### src/rtl/cla_seq_pkg.sv
// Shared definitions for the nibble-serial add/subtract sequencer:
// FSM state encoding and helpers that size the nibble index counter.
package cla_seq_pkg;

  typedef enum logic [1:0] {
    ST_IDLE = 2'd0,
    ST_RUN  = 2'd1,
    ST_DONE = 2'd2
  } state_t;

  localparam int NIB_BITS = 4;

  // Number of nibble passes needed for a given operand width.
  function automatic int nib_count(input int width);
    return width / NIB_BITS;
  endfunction

  // Index counter width: clog2 of the nibble count, never below one bit.
  function automatic int idx_width(input int width);
    int n;
    n = width / NIB_BITS;
    return (n <= 1) ? 1 : $clog2(n);
  endfunction

endpackage

### src/rtl/cla4_slice.sv
// Purely combinational 4-bit carry-lookahead adder slice.
module cla4_slice (
  input  logic [3:0] a,
  input  logic [3:0] b,
  input  logic       cin,
  output logic [3:0] s,
  output logic       cout
);

  logic [3:0] g;
  logic [3:0] p;
  logic [4:0] c;

  // Per-bit generate/propagate terms and sum bits.
  genvar gi;
  generate
    for (gi = 0; gi < 4; gi++) begin : g_bit
      assign g[gi] = a[gi] & b[gi];
      assign p[gi] = a[gi] ^ b[gi];
      assign s[gi] = p[gi] ^ c[gi];
    end
  endgenerate

  // Flattened lookahead: every carry is computed from cin and g/p directly,
  // so no carry ripples through another carry.
  assign c[0] = cin;
  assign c[1] = g[0] | (p[0] & cin);
  assign c[2] = g[1] | (p[1] & g[0]) | (p[1] & p[0] & cin);
  assign c[3] = g[2] | (p[2] & g[1]) | (p[2] & p[1] & g[0])
              | (p[2] & p[1] & p[0] & cin);
  assign c[4] = g[3] | (p[3] & g[2]) | (p[3] & p[2] & g[1])
              | (p[3] & p[2] & p[1] & g[0]) | (p[3] & p[2] & p[1] & p[0] & cin);

  assign cout = c[4];

endmodule

### src/rtl/cla_nibble_seq_ctrl.sv
// WIDTH-bit add/subtract built from one 4-bit lookahead slice reused over
// WIDTH/4 cycles, least-significant nibble first, with valid/ready handshakes
// on the operand and result sides.
module cla_nibble_seq_ctrl
  import cla_seq_pkg::*;
#(
  parameter int WIDTH = 16
) (
  input  logic             clk,
  input  logic             rst_n,
  input  logic             in_valid,
  output logic             in_ready,
  input  logic [WIDTH-1:0] a,
  input  logic [WIDTH-1:0] b,
  input  logic             cin,
  input  logic             op_sub,
  output logic             out_valid,
  input  logic             out_ready,
  output logic [WIDTH-1:0] sum,
  output logic             cout,
  output logic             ovf
);

  localparam int NIB  = nib_count(WIDTH);
  localparam int IDXW = idx_width(WIDTH);
  localparam logic [IDXW-1:0] LAST_IDX = IDXW'(NIB - 1);

  state_t            state_q, state_d, state_dec;
  logic [IDXW-1:0]   idx_q, idx_d;
  logic [WIDTH-1:0]  a_sh_q, a_sh_d;
  logic [WIDTH-1:0]  b_sh_q, b_sh_d;
  logic [WIDTH-1:0]  acc_q, acc_d;
  logic              carry_q, carry_d;
  logic [WIDTH-1:0]  sum_q, sum_d;
  logic              cout_q, cout_d;
  logic              ovf_q, ovf_d;
  logic              out_valid_q, out_valid_d;

  logic [3:0]        slice_s;
  logic              slice_cout;
  logic [WIDTH-1:0]  acc_shifted;

  cla4_slice u_slice (
    .a    (a_sh_q[3:0]),
    .b    (b_sh_q[3:0]),
    .cin  (carry_q),
    .s    (slice_s),
    .cout (slice_cout)
  );

  // New nibble enters at the top of the accumulator as older nibbles move down.
  assign acc_shifted = (acc_q >> 4) | (WIDTH'(slice_s) << (WIDTH - 4));

  // Decode the state register; the unused encoding behaves as IDLE.
  always_comb begin
    state_dec = ST_IDLE;
    case (state_q)
      ST_RUN:  state_dec = ST_RUN;
      ST_DONE: state_dec = ST_DONE;
      default: state_dec = ST_IDLE;
    endcase
  end

  assign in_ready  = (state_dec == ST_IDLE);
  assign out_valid = out_valid_q;
  assign sum       = sum_q;
  assign cout      = cout_q;
  assign ovf       = ovf_q;

  // Next-state, datapath shifting and result capture.
  always_comb begin
    state_d     = state_dec;
    idx_d       = idx_q;
    a_sh_d      = a_sh_q;
    b_sh_d      = b_sh_q;
    acc_d       = acc_q;
    carry_d     = carry_q;
    sum_d       = sum_q;
    cout_d      = cout_q;
    ovf_d       = ovf_q;
    out_valid_d = out_valid_q;

    case (state_dec)
      ST_IDLE: begin
        if (in_valid) begin
          // Subtraction is a + ~b + ~cin, so invert b and the carry-in here.
          state_d = ST_RUN;
          a_sh_d  = a;
          b_sh_d  = op_sub ? ~b : b;
          carry_d = cin ^ op_sub;
          idx_d   = '0;
        end
      end
      ST_RUN: begin
        a_sh_d  = a_sh_q >> 4;
        b_sh_d  = b_sh_q >> 4;
        carry_d = slice_cout;
        acc_d   = acc_shifted;
        idx_d   = idx_q + 1'b1;
        if (idx_q == LAST_IDX) begin
          // Top nibble: the operand MSBs are still at bit 3 of the shifters.
          state_d     = ST_DONE;
          idx_d       = '0;
          sum_d       = acc_shifted;
          cout_d      = slice_cout;
          ovf_d       = (a_sh_q[3] ~^ b_sh_q[3]) & (a_sh_q[3] ^ slice_s[3]);
          out_valid_d = 1'b1;
        end
      end
      ST_DONE: begin
        if (out_ready) begin
          state_d     = ST_IDLE;
          out_valid_d = 1'b0;
        end
      end
      default: state_d = ST_IDLE;
    endcase
  end

  // State and datapath registers; reset aborts any operation in flight.
  always_ff @(posedge clk or negedge rst_n) begin
    if (!rst_n) begin
      state_q     <= ST_IDLE;
      idx_q       <= '0;
      a_sh_q      <= '0;
      b_sh_q      <= '0;
      acc_q       <= '0;
      carry_q     <= 1'b0;
      sum_q       <= '0;
      cout_q      <= 1'b0;
      ovf_q       <= 1'b0;
      out_valid_q <= 1'b0;
    end else begin
      state_q     <= state_d;
      idx_q       <= idx_d;
      a_sh_q      <= a_sh_d;
      b_sh_q      <= b_sh_d;
      acc_q       <= acc_d;
      carry_q     <= carry_d;
      sum_q       <= sum_d;
      cout_q      <= cout_d;
      ovf_q       <= ovf_d;
      out_valid_q <= out_valid_d;
    end
  end

endmodule

### config.mk
export PLATFORM = sky130hd
export DESIGN_NAME = cla_nibble_seq_ctrl
export DESIGN_NICKNAME = d
export VERILOG_FILES = /design/src/rtl/cla_seq_pkg.sv /design/src/rtl/cla4_slice.sv /design/src/rtl/cla_nibble_seq_ctrl.sv
export SDC_FILE = /design/constraint.sdc
export NUM_CORES = 1
export LEC_CHECK = 0
export CAP_MARGIN = 10
export CORE_UTILIZATION = 56
export CTS_CLUSTER_SIZE = 24
export DETAILED_ROUTE_END_ITERATION = 7
export GPL_ROUTABILITY_DRIVEN = 0
export MAX_ROUTING_LAYER = met4
export PLACE_DENSITY = 0.84
export SLEW_MARGIN = 20
export SYNTH_ARGS = -nofsm -noshare
export SYNTH_HDL_FRONTEND = slang
export SYNTH_SLANG_ARGS = --single-unit
### constraint.sdc
create_clock -name clk -period 2.4 [get_ports clk]
set_input_delay 0.48 -clock clk [delete_from_list [all_inputs] [get_ports clk]]
set_output_delay 0.48 -clock clk [all_outputs]
set_load 0.1 [all_outputs]
**After elaboration in Yosys (flattened, before gate mapping)**

Cells that the tools add are included.

- Bitwise logic cells: 44
- Multiplexer cells: 18
- Equal/unequal tests: 8
- Reduce and logical (&&, ||, !) cells: 6
- Add/subtract/negate cells: 1

Operators by type and width:

| cell | count |
|---|---|
| one-hot mux 16 bit (2 select lines) | 2 |
| two-way mux 16 bit | 3 |
| bitwise AND 1 bit | 21 |
| NOT 16 bit | 1 |
| bitwise OR 12 x 16 -> 16 bit | 1 |
| two-way mux 2 bit | 5 |
| bitwise OR 1 bit | 10 |
| XOR 1 bit | 10 |
| one-hot mux 2 bit (2 select lines) | 2 |
| equality test 2 bit (second input constant) | 3 |
| inequality test 2 bit (second input constant) | 3 |
| one-hot mux 2 bit (3 select lines) | 1 |
| equality test 2 x 1 -> 1 bit (second input constant) | 2 |
| one-hot mux 1 bit (2 select lines) | 2 |
| AND reduction 2 bit | 2 |
| nonzero test 2 bit | 2 |
| two-way mux 1 bit | 3 |
| AND reduction 3 bit | 1 |
| adder 2 x 1 -> 2 bit (second input constant) | 1 |
| zero test 2 bit | 1 |
| XNOR 1 bit | 1 |

- Logic and storage cells: 87
- Register bits after elaboration: 72
- Input port bits: 38
- Output and inout port bits: 20

**Depth between registers and ports, before layout**

- Depth in word-level cells: 8
- Gate-level depth with buffers: 8

**Hierarchy**

Synthesis repeated with hierarchy kept, for this count alone.

- Cells, all modules: 281
- Area total of the unflattened synthesis: 3316.9 sq um

Modules (own cells, without submodules):

| module | instances | cells an instance | area an instance (sq um) |
|---|---|---|---|
| cla_nibble_seq_ctrl | 1 | 263 | 3165.5 |
| cla4_slice | 1 | 18 | 151.4 |

**Worst setup path before layout**

OpenSTA, ideal clock, no wires.

- Path kind: flip-flop to flip-flop
- Start: reg state_q[1]
- End: reg carry_q
- Period minus slack after synthesis: 2.226 ns
- Path buffers: 0
- Required time: 2.296 ns
- Cell stages (with the launch flop): 6
- Setup time: 0.104 ns
- Arrival: 2.122 ns
- Setup slack: 0.174 ns
- Cell sequence: dfrtp_1 ha_1 inv_2 nor2_2 nor2_2 a221oi_1

- Cells in the longest elaborated chain, start to end: 5

RTL lines:

| what | line | RTL |
|---|---|---|
| start, declared | cla_nibble_seq_ctrl.sv:28 | `state_t state_q, state_d, state_dec;` |
| start signal, assigned | cla_nibble_seq_ctrl.sv:134 | `state_q <= state_d;` |
| equality test 2 bit or equality test 2 x 1 -> 1 bit (tied branches) | cla_nibble_seq_ctrl.sv:57 | `case (state_q)` |
| one-hot mux 2 bit (2 select lines) * | cla_nibble_seq_ctrl.sv:57 |  |
| zero test 2 bit * | n/a |  |
| net in_ready | cla_nibble_seq_ctrl.sv:12 | `output logic in_ready,` |
| inequality test 2 bit (no source line) or nonzero test 2 bit (tied branches) | n/a |  |
| AND reduction 2 bit (no source line) | n/a |  |
| end signal, assigned | cla_nibble_seq_ctrl.sv:139 | `carry_q <= carry_d;` |
| end, declared | cla_nibble_seq_ctrl.sv:33 | `logic carry_q, carry_d;` |

The timed path passes the listed nets; every way through them passes the cells marked *.
A chain may end at the register's enable or synchronous reset.

**Worst setup path in the final report**

- Start: reg state_q[0]
- End: out in_ready

- Cells in the longest elaborated chain, start to end: 3

RTL lines:

| what | line | RTL |
|---|---|---|
| equality test 2 bit or equality test 2 x 1 -> 1 bit (tied branches) | cla_nibble_seq_ctrl.sv:57 |  |
| one-hot mux 2 bit (2 select lines) * | cla_nibble_seq_ctrl.sv:57 |  |
| zero test 2 bit * | cla_nibble_seq_ctrl.sv:64 | `assign in_ready = (state_dec == ST_IDLE);` |
| end, declared | cla_nibble_seq_ctrl.sv:12 |  |

Mark *: on every way between the ends. The rest lies on a longest branch, timed or not.

==> impl_summary.log <==
INFO  metric run_status = finished, final reports clean
INFO  metric floorplan.rows = 27
INFO  metric number_of_resized_instances_in_the_post_cts_repair_step = 0
INFO  metric tightestPinTransition = 0.691 ns
INFO  metric path_clk_slew = 0.07 ns
INFO  metric fin_worst_hold_slack = 0.189 ns
INFO  metric clock_skew = 0.00524 ns
INFO  metric crit_start = state_q[0]
INFO  metric rr_worst_depth = 6
INFO  metric yosys_warnings = 0
INFO  metric synth-seq-cells = 68
INFO  metric synth_top_family_by_area = compound AO/OA/AOI/OAI gates
INFO  metric detailedRoute.firstPassIterationCount = 4
INFO  metric reg2reg_slack = 0.57 ns
INFO  metric cts_max_path_buffers = 2
INFO  metric detail_placement_hpwl = 4.26 mm
INFO  metric global_route_wire_length_before_repair = 10.3 mm
INFO  metric fmax = 534 MHz
INFO  metric cts.repair_timing.setup_buffer_count = 0
INFO  metric crit_required = 1.92 ns
INFO  metric route.vias.total = 2270
INFO  metric drcViolationCount = 0
INFO  metric synth_area_leader_cell = dfrtp_1
INFO  metric timing.critical_path.from_type = register
INFO  metric worst_skew_pair.late_latency = 0.33 ns
INFO  metric drt_first_iter_violations = 81
INFO  metric synth_simple_gate_area_frac = 0.0684
INFO  metric synth_cell_types = 34
INFO  metric detail_route.vias_per_cell = 5.33
INFO  metric hold_buffers = 0
INFO  metric grt_pass1_vias = 2302
INFO  metric antenna_found_initial = 0
INFO  metric quantity_of_i_o_buffers_inserted_on_ports = 57
INFO  metric tritoncts = built
INFO  metric r2r-end = carry_q
INFO  metric grt_setup_unrepaired = no
INFO  metric floorplan.io_pins = 58
INFO  metric worst_slack = 0.528 ns
INFO  metric timing.final.crit_period = 1.87 ns
INFO  metric setup_total_negative_slack = 0 ns
INFO  metric yosysSeqAreaShare = 0.526
INFO  metric critPathMaxFanout = 5
INFO  metric area_delta_synth_final = 23.4%
INFO  metric cts.root.buffer_cell = clkbuf_8
INFO  metric pre_cts_slack = 0.553 ns
INFO  metric max_cap_viol_count = 0
INFO  metric synth.avg_cell_area = 11.1 um2
INFO  metric total_nets_after_synthesis = 339
INFO  metric crit_path_end_kind = primary output
INFO  metric synthCells = 292
INFO  metric wire_per_inst = 13.8 um
INFO  metric adder_cell_fraction_of_synth_area = 0.0371
INFO  metric report.final.setup_viol = 0
INFO  metric multi_input_comb_area = 1380 um2
INFO  metric start_util = 0.584
INFO  metric synth_top_area_frac = 0.526
INFO  metric grtUsageTotal = 0.228
INFO  metric critical_path_arrival = 1.39 ns
INFO  metric hold_path.class = in -> async
INFO  metric setup.worst_path.class = reg -> out
INFO  metric ys_top_cells_by_area = dfrtp_1 (53%), mux2_2 (9.0%), o21ai_0 (5.6%)
INFO  metric floorplan.core_area = 5540 um2
INFO  metric yosys.area_share.xor_xnor = 0.0568
INFO  metric numClockSinks = 68
INFO  metric clock_tree.htree_level_count = 3
INFO  metric die_height = 78.0 um
INFO  metric post_route_antenna_net_violation_count = 0
INFO  metric finalHoldViolations = 0
INFO  metric finalNetCount = 397
INFO  metric final-max-slew-violation-count = 0
INFO  metric die_x = 78.0 um
INFO  metric tritoncts.num_buffers = 9
INFO  metric grt_start_max_net_pins = 52
INFO  metric mappedNetlistArea = 3240 um2
INFO  metric part_of_the_cycle_the_worst_path_needs = 0.780
INFO  metric r2r-start = state_q[0]
INFO  metric ff_latch_area = 1700 um2
INFO  metric timing.slew.headroom = 0.539
INFO  metric fillerInstances = 414
INFO  metric layout-drive-gt1-share = 0.212
INFO  metric synth_compound_area_frac = 0.136
INFO  metric antenna_cell_count = 0
INFO  metric dieArea = 6090 um2
INFO  metric grt-ovfl-total = 0
INFO  metric drt-total-wl = 5.90 mm
INFO  metric synthMuxAreaShare = 0.128
[layer usage]
| metal | part of all wire | GRT usage | routed length (um) | vias up |
|---|---|---|---|---|
| met2 | 0.50 | 0.368 | 2930 | 73 |
| met3 | 0.046 | 0.0384 | 272 | 16 |
| met5 | 0 | - | 0 | - |
| met4 | 0.029 | 0.122 | 170 | 0 |
| met1 | 0.43 | 0.276 | 2530 | 1061 |
| li1 | - | - | - | 1120 |
[cells in the mapped netlist, drive strengths merged]
| master | n |
|---|---|
| dfrtp | 68 |
| o21ai | 39 |
| nand2 | 38 |
| mux2 | 26 |
| a21oi | 17 |
| buf | 16 |
| nor2 | 15 |
| xnor2 | 15 |
| mux2i | 12 |
| inv | 9 |
| a22oi | 8 |
| ha | 8 |
| xor2 | 6 |
| a22o | 2 |
| a211oi | 1 |
| a21o | 1 |
| a221oi | 1 |
| a31oi | 1 |
| and2 | 1 |
| clkbuf | 1 |
| fa | 1 |
| nor2b | 1 |
| nor3 | 1 |
| o211ai | 1 |
| o21bai | 1 |
| o311ai | 1 |
| o31ai | 1 |
[final cells by class]
type / count / area share
clock inverters: 2 / 0.00251
inverters: 9 / 0.00846
well taps: 72 / 0.0225
clock buffers: 13 / 0.0398
repair buffers: 64 / 0.155
multi-input cells: 198 / 0.346
flip-flops and latches: 68 / 0.426
[worst max path at each step]
stage	to	depth (start not counted)	slack, ns
finish	in_ready	3	0.53
global route	carry_q	6	0.42
CTS	in_ready	3	0.51
detailed placement	carry_q	5	0.55
global placement	carry_q	5	0.59
floorplan	carry_q	5	0.17
[through the flow]
| stage | instance area [um2] | util | instances |
|---|---|---|---|
| final | 4000 | 0.721 | 426 |
| after global routing | 4000 | 0.721 | 426 |
| after CTS | 4000 | 0.721 | 426 |
| after detailed placement | 3830 | 0.691 | 411 |
| after global placement | 3830 | 0.691 | 411 |
| after floorplan | 3240 | - | 292 |
[critical path, stage by stage (launching register included)]
cell and delay (ns):
dfrtp_1 0.37, inv_1 0.07, ha_1 0.41, buf_12 0.21
[placed cells by master (no fill, tap or decap), drive strengths merged, types with 8 or more instances in the layout]
| cell type | instances |
|---|---|
| a21oi | 17 |
| a22oi | 8 |
| buf | 28 |
| clkbuf | 13 |
| clkdlybuf4s50 | 36 |
| dfrtp | 68 |
| ha | 8 |
| inv | 9 |
| mux2 | 26 |
| mux2i | 12 |
| nand2 | 38 |
| nor2 | 15 |
| o21ai | 39 |
| xnor2 | 15 |
[state kept, by name (all words and copies together), names as in the netlist]
register / count
a_sh_q: 16
b_sh_q: 16
sum: 16
acc_q: 12
idx_q: 2
state_q: 2
carry_q: 1
cout: 1
out_valid: 1
ovf: 1
[cell families after synthesis]
family | Yosys count
compound gates | 74
xor+xnor | 21
fa+ha+maj | 9
buf+inv | 26
flops | 68
mux | 38
simple gates | 56
Power is left out: the tool's default activity adds up to more than one toggle a clock period on the data nets, which glitch-free logic cannot reach.
